## src/rtl/relu_tile_unpacker.sv

```systemverilog
// relu_tile_unpacker: buffers one ROWSxCOLS tile and streams it
// out element by element in row-major order over valid/ready.
module relu_tile_unpacker #(
  parameter int ROWS = 3,
  parameter int COLS = 4,
  parameter int W    = 32
) (
  input  logic                   clk,
  input  logic                   rst,
  input  logic                   in_valid,
  output logic                   in_ready,
  input  logic [ROWS*COLS*W-1:0] in_tile,
  output logic                   out_valid,
  input  logic                   out_ready,
  output logic [W-1:0]           out_data,
  output logic [1:0]             out_row,
  output logic [1:0]             out_col,
  output logic                   out_last,
  output logic                   busy
);

  typedef enum logic {
    IDLE   = 1'b0,
    STREAM = 1'b1
  } state_t;

  localparam logic [1:0] RMAX = 2'(ROWS - 1);
  localparam logic [1:0] CMAX = 2'(COLS - 1);

  state_t     state;
  state_t     state_nx;
  logic [W-1:0] elem [ROWS][COLS];
  logic [1:0] row;
  logic [1:0] col;
  logic       at_end;
  logic       accept;
  logic       xfer;

  assign at_end = (row == RMAX) && (col == CMAX);
  assign accept = in_valid && in_ready;
  assign xfer   = out_valid && out_ready;

  // state register
  always_ff @(posedge clk or posedge rst) begin
    if (rst) state <= IDLE;
    else     state <= state_nx;
  end

  // next state: leave STREAM only when the last beat goes with no new tile
  always_comb begin
    state_nx = state;
    unique case (state)
      IDLE:   if (accept) state_nx = STREAM;
      STREAM: if (xfer && at_end && !accept) state_nx = IDLE;
    endcase
  end

  // outputs: in STREAM a new tile may enter only as the last beat leaves
  always_comb begin
    in_ready  = 1'b0;
    out_valid = 1'b0;
    out_data  = '0;
    out_row   = 2'd0;
    out_col   = 2'd0;
    out_last  = 1'b0;
    busy      = 1'b0;
    unique case (state)
      IDLE: begin
        in_ready = !rst;
      end
      STREAM: begin
        in_ready  = at_end && out_ready && !rst;
        out_valid = 1'b1;
        out_data  = elem[row][col];
        out_row   = row;
        out_col   = col;
        out_last  = at_end;
        busy      = 1'b1;
      end
    endcase
  end

  // tile buffer and row/col position
  always_ff @(posedge clk or posedge rst) begin
    if (rst) begin
      row <= 2'd0;
      col <= 2'd0;
      for (int i = 0; i < ROWS; i++)
        for (int j = 0; j < COLS; j++)
          elem[i][j] <= '0;
    end else if (accept) begin
      row <= 2'd0;
      col <= 2'd0;
      for (int i = 0; i < ROWS; i++)
        for (int j = 0; j < COLS; j++)
          elem[i][j] <= in_tile[(i*COLS+j)*W +: W];
    end else if (xfer) begin
      if (at_end) begin
        row <= 2'd0;
        col <= 2'd0;
      end else if (col == CMAX) begin
        row <= row + 2'd1;
        col <= 2'd0;
      end else begin
        col <= col + 2'd1;
      end
    end
  end

endmodule

```

## config.mk

```make
export PLATFORM = sky130hd
export DESIGN_NAME = relu_tile_unpacker
export DESIGN_NICKNAME = d
export VERILOG_FILES = /design/src/rtl/relu_tile_unpacker.sv
export SDC_FILE = /design/constraint.sdc
export NUM_CORES = 1
export LEC_CHECK = 0
export CELL_PAD_IN_SITES_DETAIL_PLACEMENT = 2
export CELL_PAD_IN_SITES_GLOBAL_PLACEMENT = 2
export CORE_ASPECT_RATIO = 2
export CORE_MARGIN = 2
export CORE_UTILIZATION = 39
export CTS_CLUSTER_SIZE = 14
export DETAILED_ROUTE_END_ITERATION = 12
export DONT_BUFFER_PORTS = 1
export GPL_TIMING_DRIVEN = 0
export PLACE_DENSITY = 0.84
export SYNTH_ARGS = -nofsm -noshare
export SYNTH_HDL_FRONTEND = slang
export SYNTH_SLANG_ARGS = --single-unit
```

## constraint.sdc

```tcl
create_clock -name clk -period 11.3 [get_ports clk]
set_input_delay 0.565 -clock clk [delete_from_list [all_inputs] [get_ports clk]]
set_output_delay 0.565 -clock clk [all_outputs]
set_load 0.05 [all_outputs]
```

# Word-level counts from Yosys, hierarchy flattened
# Cells that the tools add are included.
op_classes:
  n_reduce_logical: 12
  n_lt_le_gt_ge: 2
  addsub: 2
  n_eq_ne: 2
  mux: 23
  n_bitwise: 3
op_table:
  columns: ["operator", "n"]
  rows:
  - ["$bmux 128 s2", 1]
  - ["$mux 128", 2]
  - ["$mux 32", 3]
  - ["$bmux 32 s2", 1]
  - ["$mux 2", 10]
  - ["$logic_and 1x1->1", 7]
  - ["$ge 3x3->1 const B", 2]
  - ["$not 2->3", 2]
  - ["$add 2x1->2 const B", 2]
  - ["$eq 2x2->1 const B", 2]
  - ["$mux 1", 4]
  - ["$pmux 1 s2", 2]
  - ["$reduce_bool 3->1", 1]
  - ["$logic_not 1->1", 2]
  - ["$reduce_and 2->1", 1]
  - ["$reduce_bool 2->1", 1]
  - ["$not 1->1", 1]
word_totals:
  in_bits: 388
  register_bits: 389

# Depth between registers and ports, before layout
# Gate-level depths: netlist (run 1).
logic_depth:
  ltp_word: 10
  depth_mapped: 7

# Least setup slack after synthesis (run 1)
# Ideal clock, no wire load.
synth_timing:
  path_kind: "register to output"
  from: "reg state"
  to: "out out_data[18]"
  slack_ns: 8.709
  stages_incl_launch_ff: 6
  t_required_ns: 10.735
  t_arrival_ns: 2.026
  path_cell_list: "dfrtp_1 or4b_1 clkbuf_2 buf_6 o22ai_1 or3_1"
synth_via:
  elab_chain_len: 1
synth_rtl:
  columns: ["item", "line", "text"]
  rows:
  - ["from (decl)", "30", "state_t state;"]
  - ["from (signal assigned)", "46", "else state <= state_nx;"]
  - ["$mux 32", "67", "unique case (state)"]
  - ["to (decl)", "15", "output logic [W-1:0] out_data,"]
# No other way between the ends.

# Worst setup path after layout (run 1)
layout_timing:
  from: "reg state"
  to: "out out_data[1]"
# Same word-level chain as after synthesis.

==> metrics, run 1 <==
Num CTS Buffers=37; Hold-fix buffers, CTS=0; clock sinks=389; routed vias=10,862; post-synthesis sequential area ratio=55.0%; Nets=1,654; Final setup viols=0; Fill cells=4,328; register-to-register path setup slack=8.91 ns; commonest non-fill, non-tap cell in the layout=dfrtp_1; max-slew violations=0; gpl congestion=0.841; DRT Wirelength=64.8 mm; largest net degree at the start of global routing=46; Post-DP HPWL=49.5 mm; DP Area=18,600 um2; Starting Density=39.4%; Cell Pwr Density=326 nW/um2; total chip power=6.49 mW; fin area=19,900 um2; Net Sw Frac=41.3%; final worst path period need=4.15 ns; Tcrit/Tclk final=36.7%; Leak=8.54 nW; DR DRC count=0; worst-skew pair later-pin latency=0.53 ns; Max-Cap Viols=0; Post-CTS Setup Bufs=0; Fmax achieved=0.241 GHz; Mapped Area=17,700 um2; Layout Skew=0.0109 ns; Sequential Power Share=38.7%; # H-tree levels=2; Clock power frac=19.7%; # port buffers=0; Worst IR Drop VDD=235 uV; CORE AREA=44,900 um2; Die Wd=155 um; switching pwr=2.68 mW; row count=110; Crit Path Class=flip-flop to output port; initial antenna violation count=50; setup TNS=0 ns; RSZ-0062 raised after global routing=false; CTS root buf=clkbuf_16; antenna viol nets, final=0; Final Hold Fails=0; cts repair resizes=0; Max Buffers Root-to-Sink=3; global-route wire length before repair=92.2 mm; internal power=3.81 mW; vias in the first global route=13,202; CTS tree=yes; syn_nets=1,606; Reg clk slew, reported paths=0.07 ns; synth warn=0; Comb pwr share=41.5%; ratio of cells with drive above 1 in the final layout=17.1%; HP Class=primary input to asynchronous set/reset pin; synthesized flop and latch total=389; Netlist cell types=29; status=completed; crit path launch type=flip-flop; Avg Inst Size Synth=14.5 um2; Die Y-Extent=305 um; Worst EP required=10.74 ns; gr ovfl total=0; vias per inst=5.73; worst slew pin tran=0.933 ns; most frequent cells in the layout=389 x dfrtp_1, 300 x mux2_1, 193 x mux2i_1, 96 x o22ai_1, 84 x mux2_2; Die Footprint=47,200 um2; I/O Pins=428; drt first pass iters=4; Setup crit end kind=output port; Rel. slew slack=37.8%; Mapped Cells=1,217; Initial DRC Count=315; Final Util=44.4%; All-Layer GR Usage=27.2%; WL per Instance=34.2 um; Crit Path Max Fanout=10; P&R area growth vs syn=12.5%; arrival time worst endpoint=3.59 ns
-- power groups by stage --
| stage | Combinational [mW] | Sequential (mW) | Clock (mW) |
|---|---|---|---|
| CTS | 2.73 | 2.51 | 1.30 |
| global placement | 2.58 | 2.45 | 0 |
| finish | 2.70 | 2.52 | 1.28 |
| detailed placement | 2.70 | 2.52 | 0 |
| global route | 2.87 | 2.60 | 1.35 |
| floorplan | 2.03 | 2.35 | 0 |
-- per-stage QoR --
stage | hold WS, ns | worst slack (ns) | cells
floorplan | 0.457 | 5.50 | 1217
global placement | 0.467 | 3.57 | 1777
detailed placement | 0.474 | 7.69 | 1786
CTS | 0.0385 | 7.10 | 1849
global route | 0.0777 | 7.05 | 1894
finish | 0.0489 | 7.15 | 1897
-- critical path, cell delays in order, from the launching register on --
cell	delay, ns
dfrtp_1	0.88
buf_2	0.37
nand4b_1	0.35
clkbuf_1	0.38
o22ai_1	0.52
or3_1	0.55
-- logic make-up after synthesis --
family,Yosys count,synth area share [%]
DFF,389,55.0
and+or+nand+nor,58,2.21
AOI/OAI and AO/OA,100,3.53
adders and majority gates,1,0.0707
muxes,577,35.4
buffers and inverters,92,3.83
-- layer usage --
| layer | part of all wire (%) | track usage (%) | vias up |
|---|---|---|---|
| li1 | - | - | 4608 |
| met1 | 32 | 26.3 | 5681 |
| met2 | 55 | 51.3 | 429 |
| met3 | 6.0 | 6.38 | 138 |
| met4 | 6.3 | 16.8 | 6 |
| met5 | 0.065 | 0 | - |
-- area by class of cell --
type                    count  area, um2  area share [%]
repair buffers              9        180           0.905
diodes                     48        120           0.603
clock inverters             5        103           0.515
clock buffers              58       1100            5.55
multi-input cells         736       7280            36.6
well taps                 560        701            3.52
flip-flops and latches    389       9730            48.9
plain buffers              91        673            3.38
inverters                   1       7.51          0.0377
-- synth_stat cells, drive strengths merged --
master | number | area (um2)
a21oi | 4 | 23.8
and2 | 5 | 31.3
and4b | 1 | 10.0
buf | 76 | 616
clkbuf | 15 | 57.6
dfrtp | 389 | 9730
ha | 1 | 12.5
inv | 1 | 3.75
mux2 | 384 | 4320
mux2i | 193 | 1930
nand2 | 4 | 15.0
nand2b | 1 | 6.26
nand3 | 2 | 10.0
nand4b | 3 | 41.3
nand4bb | 3 | 33.8
nor2 | 3 | 11.3
o22ai | 96 | 601
or2 | 1 | 6.26
or3 | 33 | 206
or3b | 1 | 8.76
or4b | 1 | 10.0
-- state kept, by name, summed over array words and instances, names as in the netlist --
name and flops:
col 2, row 2, state 1, elem 384
-- path summary, 6_finish.rpt --
| kind | startpoint | end | cells after the start |
|---|---|---|---|
| setup / recovery | state$_DFF_PP0_ | out_data[1] | 5 |
| hold / removal | rst | elem[138]$_DFFE_PP0P_ | 1 |
| setup reg to reg | col[1]$_DFFE_PP0P_ | elem[147]$_DFFE_PP0P_ | 7 |
| hold reg to reg | elem[299]$_DFFE_PP0P_ | elem[299]$_DFFE_PP0P_ | 1 |
| max in group asynchronous | rst | elem[88]$_DFFE_PP0P_ | 4 |
| min in group clk | in_tile[96] | elem[256]$_DFFE_PP0P_ | 1 |
(Power assumes the default switching activity.)
==> run 2: changes to the inputs <==
ABC_AREA = 1   (was not set)
CORE_UTILIZATION = 32   (was 39)
clock period = 3.5 ns   (was 11.3 ns; I/O delays follow)
==> metrics, run 2 <==
status=complete, but fails checks (was completed); failing checks=setup timing; syn_nets=2,952 (was 1,606); # port buffers=0 (unchanged); CTS tree=yes (unchanged); final worst path period need=3.54 ns; internal power=12.2 mW (was 3.81 mW); initial antenna violation count=38 (was 50); Largest register FFs=384 (unchanged); setup ws final=-0.0428 ns (was 7.15 ns); Crit Path Max Fanout=10 (unchanged); post-synth top area share=50.9% (was 55.0%); Crit Path Class=flip-flop to output port (unchanged); Worst IR Drop VDD=583 uV (was 235 uV); vias per inst=5.45 (was 5.73); top post-synthesis cells by area=dfrtp_1 51%, nand2_1 15%, nand3_1 7.1% (was dfrtp_1 55%, mux2_1 19%, mux2i_1 11%); R2R Path Start=state$_DFF_PP0_ (was col[1]$_DFFE_PP0P_); top-count cell post-synth=nand2_1 (was dfrtp_1); Avg Inst Size Synth=7.46 um2 (was 14.5 um2); Net Sw Frac=51.8% (was 41.3%); largest register by flop count=elem (unchanged); All-Layer GR Usage=37.1% (was 27.2%); arrival time worst endpoint=3.37 ns (was 3.59 ns); main combinational cell family by area after synthesis=simple AND/OR/NAND/NOR gates (was multiplexers); Die Footprint=61,800 um2 (was 47,200 um2); Slowest cell on crit path=buf_1 (was dfrtp_1); antenna viol nets, final=0 (unchanged); Netlist cell types=19 (was 29); Max Buffers Root-to-Sink=3 (unchanged); Mapped Area=19,100 um2 (was 17,700 um2); Top delay family on crit path=simple AND/OR/NAND/NOR gates (unchanged); Fmax achieved=0.282 GHz; row count=126 (was 110); Initial DRC Count=1,207 (was 315); async set or reset register ratio after synthesis=100% (unchanged); WP depth=8 (was 5); routed vias=20,884 (was 10,862); switching pwr=13.2 mW (was 2.68 mW); global-route wire length before repair=166 mm (was 92.2 mm); worst-skew pair later-pin latency=0.57 ns (was 0.53 ns); Layout Skew=0.0255 ns (was 0.0109 ns); xor and xnor area share after synthesis=0% (unchanged); Leak=13.0 nW (was 8.54 nW); synth warn=0 (unchanged); Post-DP HPWL=78.3 mm (was 49.5 mm); vias in the first global route=24,353 (was 13,202); P&R area growth vs syn=34.0% (was 12.5%); Compound-Gate Fraction of Synth Area=9.59% (was 3.53%); Max-Cap Viols=0 (unchanged); synthesized flop and latch total=389 (unchanged); Main synth FF type=dfrtp_1 (unchanged); post-synth top area cell=dfrtp_1 (unchanged); worst reg2reg endpoint=elem[267]$_DFFE_PP0P_ (was elem[147]$_DFFE_PP0P_); Post-Synth Adder-Cell Area=0.0655% (was 0.0707%); Sequential Power Share=31.1% (was 38.7%); Worst EP required=3.32 ns (was 10.74 ns); Post-CTS Setup Bufs=0 (unchanged); crit path launch type=flip-flop (unchanged); gpl congestion=0.937 (was 0.841); r2r worst-path depth=8 (was 7); Rel. slew slack=35.8% (was 37.8%); WL per Instance=30.6 um (was 34.2 um); drt first pass iters=5 (was 4); # H-tree levels=2 (unchanged); CP most frequent cell=nand2_1; worst slew pin tran=0.957 ns (was 0.933 ns); DRT Wirelength=117 mm (was 64.8 mm); most frequent cells in the layout=761 x nand2_1, 389 x dfrtp_1, 386 x dlygate4sd3_1, 326 x nor2_1, 273 x nand3_1 (was 389 x dfrtp_1, 300 x mux2_1, 193 x mux2i_1, 96 x o22ai_1, 84 x mux2_2); commonest non-fill, non-tap cell in the layout=nand2_1 (was dfrtp_1); CTS root buf=clkbuf_16 (unchanged); Reg clk slew, reported paths=0.06 ns (was 0.07 ns); ratio of cells with drive above 1 in the final layout=6.80% (was 17.1%); biggest registers after layout=elem (384), col (2), row (2) (unchanged); Final Hold Fails=0 (unchanged); Mapped Cells=2,563 (was 1,217); Cell Pwr Density=991 nW/um2 (was 326 nW/um2); register-to-register path setup slack=0.75 ns (was 8.91 ns); HP Class=primary input to flip-flop (was primary input to asynchronous set/reset pin); HP Start=rst; max-slew violations=0 (unchanged); CP bufs+invs=2 (unchanged); Nets=3,392 (was 1,654); Die Y-Extent=350 um (was 305 um); worst setup path endpoint=out_data[17] (was out_data[1]); gr ovfl total=0 (unchanged); DP Worst Slack=0.101 ns (was 7.69 ns); Setup crit end kind=output port (unchanged); Starting Density=32.4% (was 39.4%); max incr delay on CP=0.67 ns (was 0.88 ns); Tcrit/Tclk final=101%; CORE AREA=59,000 um2 (was 44,900 um2); DR DRC count=0 (unchanged); Comb pwr share=50.2% (was 41.5%); synth cell count leaders=771 x nand2_1, 389 x dfrtp_1, 327 x nor2_1, 273 x nand3_1, 257 x inv_1 (was 389 x dfrtp_1, 300 x mux2_1, 193 x mux2i_1, 96 x o22ai_1, 84 x mux2_2); clock sinks=389 (unchanged); crit path launch=col[0]$_DFFE_PP0P_ (was state$_DFF_PP0_); number of flops mapped to enable cells by yosys=0 (unchanged); largest net degree at the start of global routing=41 (was 46); multiplexer area fraction after synthesis=0% (was 35.4%); Final setup viols=1 (was 0); Num CTS Buffers=41 (was 37); I/O Pins=428 (unchanged); Die Wd=177 um (was 155 um); Final Util=43.4% (was 44.4%); Clock power frac=18.7% (was 19.7%); area share of and/or/nand/nor cells after synthesis=28.9% (was 2.21%); crit-path cells=buf_2, buf_1, nand3_1, nand2_1, nand2_1, nand2_1, nand2_1, nand2_1 (was buf_2, nand4b_1, clkbuf_1, o22ai_1, or3_1); post-synthesis sequential area ratio=50.9% (was 55.0%)
-- run 2: changes by cell type in the layout (fill, tap and decap cells not counted), moves of 32 or more --
cell | previous run | this run
buf_2 | 30 | 73
a21oi_1 | 3 | 252
mux2_1 | 300 | 0
o21ai_0 | 0 | 62
nand2_1 | 4 | 761
mux2_2 | 84 | 0
inv_1 | 0 | 256
dlygate4sd3_1 | 0 | 386
o22ai_1 | 96 | 0
nor2_1 | 3 | 326
mux2i_1 | 193 | 0
or3_1 | 33 | 0
nand3_1 | 2 | 273
clkbuf_1 | 25 | 57
-- run 2: cell type report --
type | instances | area, um2
Fill cell | 6639 | 33300
Sequential cell | 389 | 9730
Multi-Input combinational cell | 1736 | 7400
Timing Repair Buffer | 397 | 4080
Clock buffer | 61 | 1180
Buffer | 177 | 1040
Inverter | 261 | 983
Tap cell | 768 | 961
Clock inverter | 8 | 146
Antenna cell | 34 | 85.1
-- run 2: worst register-to-register path, delay by kind of cell, from the launching register on --
kind	cells	cell delay (ns)
flops	1	0.72
compound gates	1	0.33
simple gates	3	0.27
buf+inv	4	1.30
-- run 2: timing repair --
| item | 4_1_cts | 5_1_grt |
|---|---|---|
| resized for setup | 6 | 14 |
| setup endpoints to repair | 21 | 12 |
| hold buffers | 386 | 0 |
| gates cloned | 0 | 0 |
| hold endpoints to repair | 407 | 0 |
-- run 2: worst min-delay path by stage --
stage / end / slack [ns] / depth (start not counted)
2_1_floorplan: elem[0]$_DFFE_PP0P_ / 0.32 / 2
5_1_grt: elem[124]$_DFFE_PP0P_ / 0.10 / 4
3_3_place_gp: elem[16]$_DFFE_PP0P_ / 0.32 / 2
3_5_place_dp: elem[66]$_DFFE_PP0P_ / 0.18 / 1
6_report: elem[125]$_DFFE_PP0P_ / 0.08 / 4
4_1_cts: elem[124]$_DFFE_PP0P_ / 0.06 / 4
-- run 2: through the flow --
| step | TNS (ns) | power [mW] | cells | hold slack [ns] | area, um2 |
|---|---|---|---|---|---|
| finish | -0.0428 | 25.4 | 3831 | 0.0833 | 25600 |
| global route | -0.125 | 26.4 | 3827 | 0.101 | 25600 |
| CTS | 0 | 24.2 | 3797 | 0.0596 | 25500 |
| detailed placement | 0 | 19.1 | 3342 | 0.181 | 20300 |
| global placement | -4098.04 | 18.5 | 3331 | 0.319 | 20100 |
| floorplan | -2082.88 | 14.7 | 2563 | 0.316 | 19100 |
-- run 2: cells by family (layout without fill, tap and decap cells) --
kind of cell | Yosys count | in the layout
compound gates | 358 | 358
fa+ha+maj | 1 | 1
buf+inv | 438 | 904
flops | 389 | 389
other cells | 0 | 34
simple gates | 1377 | 1377
-- run 2: layer usage --
metal	share of wire (%)	up-vias	wire length, um	GRT usage (%)
met1	35	10620	41200	38.7
met5	0.085	-	100	0
li1	-	8897	-	-
met2	51	930	59500	65.7
met3	5.1	421	5990	6.51
met4	8.7	16	10200	28.4
-- run 2: power by group through the flow --
| stage | Sequential (mW) | Clock, mW | Combinational, mW |
|---|---|---|---|
| after global placement | 7.61 | 0 | 10.8 |
| after global routing | 8.02 | 4.91 | 13.5 |
| final | 7.89 | 4.74 | 12.8 |
| after floorplan | 7.33 | 0 | 7.35 |
| after CTS | 7.66 | 4.67 | 11.9 |
| after detailed placement | 7.72 | 0 | 11.4 |
